## src/rtl/wb_regfile_pkg.sv

```systemverilog
// wb_regfile_pkg
//   Shared definitions for the writeback register file:
//   - default data/address widths
//   - bit positions of the writeback control field (mem-select, regwrite)
//   - index of the hard-wired zero register
//   Optional build macro used by the design: WB_BYPASS_EN (write-through reads).
package wb_regfile_pkg;

  localparam int DATA_W_DEF = 8;
  localparam int ADDR_W_DEF = 4;

  // Writeback control field layout: {mem_sel, regwrite}
  localparam int WB_CTRL_MEM_SEL_BIT  = 1;
  localparam int WB_CTRL_REGWRITE_BIT = 0;
  localparam int WB_CTRL_W            = 2;

  // Register 0 is hard-wired to zero.
  localparam int R0_IDX = 0;

endpackage : wb_regfile_pkg

```

## src/rtl/wb_regfile_core.sv

```systemverilog
// regfile_core
//   Register storage: 2**ADDR_W words of DATA_W bits, two asynchronous read
//   ports and one synchronous write port. Synchronous active-high reset clears
//   every word. Write qualification (including the R0 guard) is the caller's job.
// Ports:
//   clk, rst            clock and synchronous reset
//   we, waddr, wdata    write port, applied on posedge clk
//   raddr_a, rdata_a    read port A (combinational)
//   raddr_b, rdata_b    read port B (combinational)
module regfile_core
  import wb_regfile_pkg::*;
#(
  parameter int DATA_W = DATA_W_DEF,
  parameter int ADDR_W = ADDR_W_DEF
) (
  input  logic              clk,
  input  logic              rst,
  input  logic              we,
  input  logic [ADDR_W-1:0] waddr,
  input  logic [DATA_W-1:0] wdata,
  input  logic [ADDR_W-1:0] raddr_a,
  output logic [DATA_W-1:0] rdata_a,
  input  logic [ADDR_W-1:0] raddr_b,
  output logic [DATA_W-1:0] rdata_b
);

  localparam int DEPTH = 2 ** ADDR_W;

  logic [DATA_W-1:0] regs [DEPTH];

  always_ff @(posedge clk) begin
    if (rst) begin
      for (int i = 0; i < DEPTH; i++) begin
        regs[i] <= '0;
      end
    end else if (we) begin
      regs[waddr] <= wdata;
    end
  end

  assign rdata_a = regs[raddr_a];
  assign rdata_b = regs[raddr_b];

endmodule : regfile_core

```

## src/rtl/wb_regfile.sv

```systemverilog
// wb_regfile
//   Writeback stage plus register file. Selects the writeback value (memory
//   load or ALU result), commits it to the destination register, counts
//   committed writes and pulses wb_fire the cycle after each commit.
//   Register 0 always reads zero and is never written.
// Build macro: WB_BYPASS_EN -- when defined, a read of the register being
//   committed this cycle returns wb_data directly (write-through); otherwise
//   the stored value is returned and the new value appears after the edge.
// Ports:
//   clk, rst                  clock, synchronous active-high reset
//   wb_valid                  writeback slot holds a live instruction
//   mux3                      source select: 1 = mem_in, 0 = alu_in
//   regwrt                    register write enable
//   w_reg                     destination register index
//   alu_in, mem_in            candidate writeback values
//   rd_addr_a/b, rd_data_a/b  decode-stage read ports (combinational)
//   wb_data                   selected writeback value (combinational)
//   wb_fire                   registered pulse, commit happened on previous edge
//   retire_cnt                16-bit wrapping count of committed writes
module wb_regfile
  import wb_regfile_pkg::*;
#(
  parameter int DATA_W = DATA_W_DEF,
  parameter int ADDR_W = ADDR_W_DEF
) (
  input  logic              clk,
  input  logic              rst,
  input  logic              wb_valid,
  input  logic              mux3,
  input  logic              regwrt,
  input  logic [ADDR_W-1:0] w_reg,
  input  logic [DATA_W-1:0] alu_in,
  input  logic [DATA_W-1:0] mem_in,
  input  logic [ADDR_W-1:0] rd_addr_a,
  input  logic [ADDR_W-1:0] rd_addr_b,
  output logic [DATA_W-1:0] rd_data_a,
  output logic [DATA_W-1:0] rd_data_b,
  output logic [DATA_W-1:0] wb_data,
  output logic              wb_fire,
  output logic [15:0]       retire_cnt
);

  localparam logic [ADDR_W-1:0] R0 = ADDR_W'(R0_IDX);

  logic              commit;
  logic [DATA_W-1:0] core_a;
  logic [DATA_W-1:0] core_b;

  assign wb_data = mux3 ? mem_in : alu_in;

  // A write to R0 is not a commit: no store, no count, no fire.
  assign commit = wb_valid & regwrt & (w_reg != R0);

  regfile_core #(
    .DATA_W (DATA_W),
    .ADDR_W (ADDR_W)
  ) u_core (
    .clk     (clk),
    .rst     (rst),
    .we      (commit),
    .waddr   (w_reg),
    .wdata   (wb_data),
    .raddr_a (rd_addr_a),
    .rdata_a (core_a),
    .raddr_b (rd_addr_b),
    .rdata_b (core_b)
  );

  always_comb begin
    rd_data_a = core_a;
    rd_data_b = core_b;
`ifdef WB_BYPASS_EN
    // commit already excludes R0, so bypass can never target it.
    if (commit && (rd_addr_a == w_reg)) rd_data_a = wb_data;
    if (commit && (rd_addr_b == w_reg)) rd_data_b = wb_data;
`endif
    if (rd_addr_a == R0) rd_data_a = '0;
    if (rd_addr_b == R0) rd_data_b = '0;
  end

  // Reset outranks a commit in the same cycle.
  always_ff @(posedge clk) begin
    if (rst) begin
      wb_fire    <= 1'b0;
      retire_cnt <= '0;
    end else begin
      wb_fire <= commit;
      if (commit) retire_cnt <= retire_cnt + 16'd1;
    end
  end

endmodule : wb_regfile

```

## config.mk

```make
export PLATFORM = sky130hd
export DESIGN_NAME = wb_regfile
export DESIGN_NICKNAME = d
export VERILOG_FILES = /design/src/rtl/wb_regfile_pkg.sv /design/src/rtl/wb_regfile_core.sv /design/src/rtl/wb_regfile.sv
export SDC_FILE = /design/constraint.sdc
export NUM_CORES = 1
export LEC_CHECK = 0
export CORE_ASPECT_RATIO = 0.6
export CORE_MARGIN = 3
export CORE_UTILIZATION = 45
export CTS_CLUSTER_DIAMETER = 50
export CTS_CLUSTER_SIZE = 8
export DETAILED_ROUTE_END_ITERATION = 8
export PLACE_DENSITY = 0.68
export SLEW_MARGIN = 20
export SYNTH_ARGS = -nofsm -noshare
export SYNTH_HDL_FRONTEND = slang
export SYNTH_SLANG_ARGS = --single-unit
```

## constraint.sdc

```tcl
create_clock -name clk -period 2.15 [get_ports clk]
set_input_delay 0.43 -clock clk [delete_from_list [all_inputs] [get_ports clk]]
set_output_delay 0.43 -clock clk [all_outputs]
set_load 0.05 [all_outputs]
```

### Yosys cells after proc, flatten, opt, wreduce, memory -nomap -nowiden

Memories as Yosys holds them, arrays and structs flattened.
Cells that the tools add are included.
W data, S select, Z words.

* add/subtract/negate cells: 1
* mux-type cells: 11
* bitwise gates (word level): 2
* reductions and logical operators: 4

Operators with widths (count)
* $mux W8: 4
* $add A16 B1 Y16 const B: 1
* $logic_not A4 Y1: 2
* $reduce_or A8 Y1: 1
* $mux W1: 6
* $mux W4: 1
* $reduce_bool A4 Y1: 1
* $and A1 B1 Y1: 2

* register bits: 17
* memory bits (writable): 128
* bits of input ports: 33
* logic and storage cells: 21
* memories kept: 1

Memory list
* u_core.regs: depth 16, bits a word 8, read ports 2, clocked after Yosys merged registers in 0, wr ports 16, line wb_regfile_core.sv:29 `logic [DATA_W-1:0] regs [DEPTH];`

### Logic depth before layout (Yosys ltp)

* depth in word-level cells: 7
* gate-level depth with buffers: 6
* depth with buffers taken out: 5

### Hierarchy

Synthesis repeated with hierarchy kept, for this count alone.

* cell total of the unflattened synthesis: 563
* area total of the unflattened synthesis: 7778.7 sq um

By module, submodules not included
* regfile_core: times used 1, cells each 445, area each 6802.8 sq um
* wb_regfile: times used 1, cells each 118, area each 975.9 sq um

### Worst setup path before layout

Ideal clock, no wire load.

* path kind: in2out
* start point: in rd_addr_a[1]
* end point: out rd_data_a[6]
* arrival: 2.604 ns
* data required time: 1.720 ns
* path slack: -0.884 ns
* stages: 4
* path buffers: 2
* cells stage by stage: clkbuf_1 > buf_1 > mux4_2 > o21ai_0

* cells in the longest elaborated chain, start to end: 2

RTL lines
* start, declared: line wb_regfile.sv:34 `input logic [ADDR_W-1:0] rd_addr_a,`
* $mem_v2 Z16 W8 / $logic_not A4 Y1 (equally long branches)
* $mux W8 *: line wb_regfile.sv:77 `if (rd_addr_a == R0) rd_data_a = '0;`
* end, declared: line wb_regfile.sv:36 `output logic [DATA_W-1:0] rd_data_a,`

Every way passes the cells marked *; elsewhere a longest branch is shown, timed or not.

==> results_tabular.tex <==
\begin{tabular}{lr}
\hline
Metric & Value \\
\hline
\multicolumn{2}{l}{\textbf{Status}} \\
\quad Status & finished, violations left \\
\quad Failing checks & setup timing \\
\multicolumn{2}{l}{\textbf{STA}} \\
\quad Slew HR & 0.657 \\
\quad Max-slew violation count & 0 \\
\quad Final critical-path required period & 2.43 ns \\
\quad Fmax & 411 MHz \\
\quad Final Hold Vio Count & 0 \\
\quad Number of endpoints failing setup at the final stage & 16 \\
\quad Setup skew after layout & 0.00450 ns \\
\quad Minimum setup slack in the final design & -0.282 ns \\
\quad Setup TNS & -3.13 ns \\
\quad Unrepaired setup endpoints after global routing & true \\
\quad Worst Hold Slack & 0.515 ns \\
\quad Final clock period utilization by the worst path & 1.13 \\
\quad Worst Tran Pin Value & 0.512 ns \\
\multicolumn{2}{l}{\textbf{Cells and area}} \\
\quad Post-route standard cell area excluding fillers & 0.0102 sq mm \\
\quad Fraction of layout instances using a drive strength above 1 & 0.380 \\
\quad Most used cells in the layout excluding fill and tap cells & sky130\_fd\_sc\_hd\_\_nor2\_1, sky130\_fd\_sc\_hd\_\_edfxtp\_1, sky130\_fd\_sc\_hd\_\_buf\_4 \\
\quad Synthesis-to-layout area growth & 43.5\% \\
\quad Most common cell after layout, fill and taps aside & sky130\_fd\_sc\_hd\_\_nor2\_1 \\
\quad Number of cells in the finished layout apart from fillers & 933 \\
\quad Antenna Diode Count & 0 \\
\quad Layout Nets & 756 \\
\quad Final core utilization & 0.681 \\
\multicolumn{2}{l}{\textbf{Min path}} \\
\quad Hold Crit Start & retire\_cnt[9]\$\_SDFFE\_PP0P\_ \\
\quad HP Class & reg2reg \\
\quad End point of the most critical hold path & retire\_cnt[9]\$\_SDFFE\_PP0P\_ \\
\quad Cell count of the worst hold path & 2 \\
\multicolumn{2}{l}{\textbf{Global routing}} \\
\quad M3 GR Usage & 0.0813 \\
\quad Via count of the first global-routing pass & 5598 \\
\quad Largest net degree at the start of global routing & 19 \\
\quad Initial antenna violation count & 0 \\
\quad Most used routing layer & met2 \\
\quad Met1 global-route usage & 0.365 \\
\quad Fraction of met2 tracks used by global routing & 0.409 \\
\quad Total global routing track utilization & 0.263 \\
\quad GR Overflow Total & 0 \\
\quad Wire length of the first global-routing pass & 33100 um \\
\multicolumn{2}{l}{\textbf{Logic synthesis}} \\
\quad Instance count of the mapped netlist & 558 \\
\quad Synth cell types & 34 \\
\quad Nets in the synthesized netlist & 592 \\
\quad Average cell area after synthesis & 12.7 sq um \\
\quad Synthesized flop and latch total & 137 \\
\quad Sequential element share of the synthesized area & 0.556 \\
\quad Netlist area before placement & 0.00709 sq mm \\
\quad Warnings, synthesis & 0 \\
\multicolumn{2}{l}{\textbf{Placement}} \\
\quad Global placer's final weighted congestion & 0.955 \\
\quad Count of input and output buffers & 73 \\
\quad Standard cell area after detailed placement & 0.00904 sq mm \\
\quad Inst Count DP & 886 \\
\quad Detailed-placement wirelength estimate & 15600 um \\
\multicolumn{2}{l}{\textbf{Clock tree}} \\
\quad Worst-skew pair later-pin latency & 0.41 ns \\
\quad CTS H-tree depth & 4 \\
\quad Worst-path clk slew & 0.06 ns \\
\quad TritonCTS clock tree & built \\
\quad Count of clock tree sinks & 137 \\
\quad Hold-fix buffers, CTS & 0 \\
\quad Master cell of the clock root buffer & sky130\_fd\_sc\_hd\_\_clkbuf\_16 \\
\quad CTS Buffer Depth & 2 \\
\quad Total clock buffers created by CTS & 17 \\
\multicolumn{2}{l}{\textbf{Detailed routing}} \\
\quad Vias after detailed routing & 5579 \\
\quad Post-detailed-route DRC marker count & 0 \\
\quad Detailed Route Iter0 Violations & 564 \\
\quad Post-detailed-routing wire length & 22400 um \\
\quad Average wire per standard cell & 24.0 um \\
\quad Number of iterations in the first detailed-routing pass & 5 \\
\quad Vias per std cell & 5.98 \\
\quad Antenna violation net count after detailed routing & 0 \\
\multicolumn{2}{l}{\textbf{Pwr}} \\
\quad Switching share of power & 0.252 \\
\quad Peak supply drop & 0.000535 V \\
\quad Fraction of power consumed by combinational cells & 0.184 \\
\quad Internal power component & 5.91 mW \\
\quad Standby leakage power & 3.84 nW \\
\quad Psw & 1.99 mW \\
\quad Seq pwr share & 0.393 \\
\quad Share of power burned in the clock network & 0.423 \\
\quad Power density cells & 777 mW/mm\^{}2 \\
\multicolumn{2}{l}{\textbf{Floorplan}} \\
\quad Die Span Y & 103 um \\
\quad Number of top-level design ports & 74 \\
\quad \# rows & 34 \\
\quad Die Outline Area & 0.0174 sq mm \\
\quad Core outline area & 0.0149 sq mm \\
\quad Starting density of the core & 0.475 \\
\quad Die outline width & 168 um \\
\multicolumn{2}{l}{\textbf{Setup path}} \\
\quad Endpoint class of the critical path & primary output \\
\quad Start of the worst register-to-register path & retire\_cnt[5]\$\_SDFFE\_PP0P\_ \\
\quad Highest net fanout along the worst path & 2 \\
\quad Number of cell instances on the worst register-to-register path & 4 \\
\quad End of the worst register-to-register path & retire\_cnt[15]\$\_SDFFE\_PP0P\_ \\
\quad Worst setup path class & reg2out \\
\quad Kind of start point of the critical path & flip-flop \\
\quad Data required time of the critical path & 1.72 ns \\
\quad WP data arrival & 2.00 ns \\
\quad Reg2Reg Setup Slack & 0.11 ns \\
\multicolumn{2}{l}{\textbf{Run}} \\
\quad Max Cap Viol & 0 \\
\hline
\end{tabular}
critical path: stages, from the launching register on:
cell	delay, ns
sky130_fd_sc_hd__edfxtp_1	0.42
sky130_fd_sc_hd__mux4_2	0.48
sky130_fd_sc_hd__nor2b_1	0.13
sky130_fd_sc_hd__nor3_1	0.07
sky130_fd_sc_hd__a221o_2	0.32
sky130_fd_sc_hd__buf_6	0.16
routing by layer:
| layer | wire (um) | part of all wire | up-vias |
|---|---|---|---|
| met1 | 9340 | 0.42 | 2771 |
| met2 | 10200 | 0.45 | 347 |
| met4 | 352 | 0.016 | 0 |
| li1 | - | - | 2433 |
| met3 | 2530 | 0.11 | 28 |
| met5 | 0 | 0 | - |
cell type report:
cell class	instances	area (sq um)
fillers	1001	4760
repair buffers	185	2040
clock buffers	18	429
well taps	198	248
inverters	11	41.3
multi-input cells	370	3230
clock inverters	14	244
flip-flops and latches	137	3950
through the flow:
step | total power [mW] | setup slack, ns
CTS | 7.84 | -0.256
finish | 7.90 | -0.282
global placement | 4.42 | -0.620
global route | 8.10 | -0.347
floorplan | 3.85 | -0.101
detailed placement | 4.45 | -0.621
power by group through the flow:
stage | clock network [mW] | logic, mW | registers, mW
5_1_grt | 3.48 | 1.51 | 3.11
3_3_place_gp | 0 | 1.28 | 3.14
6_report | 3.34 | 1.45 | 3.10
4_1_cts | 3.36 | 1.39 | 3.10
3_5_place_dp | 0 | 1.29 | 3.15
2_1_floorplan | 0 | 0.730 | 3.12
state kept, by name, summed over array words and instances, names as in the netlist:
signal       count
retire_cnt      16
u_core.regs    120
wb_fire          1
Yosys cell counts:
master | instances | area (sq um)
sky130_fd_sc_hd__nor2_1 | 132 | 495
sky130_fd_sc_hd__edfxtp_1 | 120 | 3600
sky130_fd_sc_hd__mux4_2 | 48 | 1080
sky130_fd_sc_hd__clkbuf_1 | 27 | 101
sky130_fd_sc_hd__nand2_1 | 24 | 90.1
sky130_fd_sc_hd__mux2i_1 | 23 | 230
sky130_fd_sc_hd__dfxtp_1 | 17 | 340
sky130_fd_sc_hd__mux2_2 | 16 | 180
sky130_fd_sc_hd__nand2b_1 | 16 | 100
sky130_fd_sc_hd__o21ai_0 | 14 | 70.1
sky130_fd_sc_hd__a21oi_1 | 13 | 65.1
sky130_fd_sc_hd__a221o_1 | 13 | 130
sky130_fd_sc_hd__inv_1 | 11 | 41.3
sky130_fd_sc_hd__nor2b_1 | 11 | 68.8
sky130_fd_sc_hd__nor3_1 | 11 | 55.1
sky130_fd_sc_hd__buf_2 | 10 | 50.1
sky130_fd_sc_hd__xnor2_1 | 9 | 78.8
sky130_fd_sc_hd__a221oi_1 | 7 | 61.3
sky130_fd_sc_hd__nor3b_1 | 6 | 45.0
sky130_fd_sc_hd__nor4_1 | 5 | 31.3
sky130_fd_sc_hd__or3_1 | 5 | 31.3
sky130_fd_sc_hd__nand3_1 | 4 | 20.0
sky130_fd_sc_hd__buf_1 | 3 | 11.3
sky130_fd_sc_hd__and4_1 | 2 | 17.5
sky130_fd_sc_hd__nand4_1 | 2 | 12.5
sky130_fd_sc_hd__and2_1 | 1 | 6.26
sky130_fd_sc_hd__and3b_1 | 1 | 8.76
sky130_fd_sc_hd__ha_1 | 1 | 12.5
sky130_fd_sc_hd__mux2_1 | 1 | 11.3
sky130_fd_sc_hd__nand4_2 | 1 | 12.5
sky130_fd_sc_hd__o31ai_1 | 1 | 7.51
sky130_fd_sc_hd__or2_2 | 1 | 6.26
sky130_fd_sc_hd__or3_2 | 1 | 7.51
sky130_fd_sc_hd__or4_1 | 1 | 7.51
worst max-delay path by stage:
stage / startpoint / to / cells after the start
after floorplan: rd_addr_a[2] / rd_data_a[6] / 5
after global placement: rd_addr_b[0] / rd_data_b[0] / 7
after detailed placement: rd_addr_b[0] / rd_data_b[4] / 7
after CTS: u_core.regs[11][1]$_SDFFCE_PN0P_ / rd_data_b[1] / 5
after global routing: u_core.regs[10][5]$_SDFFCE_PN0P_ / rd_data_b[5] / 5
final: u_core.regs[11][1]$_SDFFCE_PN0P_ / rd_data_b[1] / 5
kinds of logic (layout without fill, tap and decap cells):
group | count (synthesis) | count (layout) | synth area share
flops | 137 | 137 | 0.556
simple gates | 224 | 224 | 0.143
compound gates | 48 | 48 | 0.0471
mux | 88 | 88 | 0.212
fa+ha+maj | 1 | 1 | 0.00176
xor+xnor | 9 | 9 | 0.0111
buf+inv | 51 | 228 | 0.0288
what timing repair did:
action / 4_1_cts / 5_1_grt
resized for setup: 51 / 25
pin swaps: 8 / 7
cloned: 5 / 1
endpoints found under the setup margin: 17 / 20
buffers inserted: 3 / 6
Note: power is estimated with default switching activity, not from simulation.
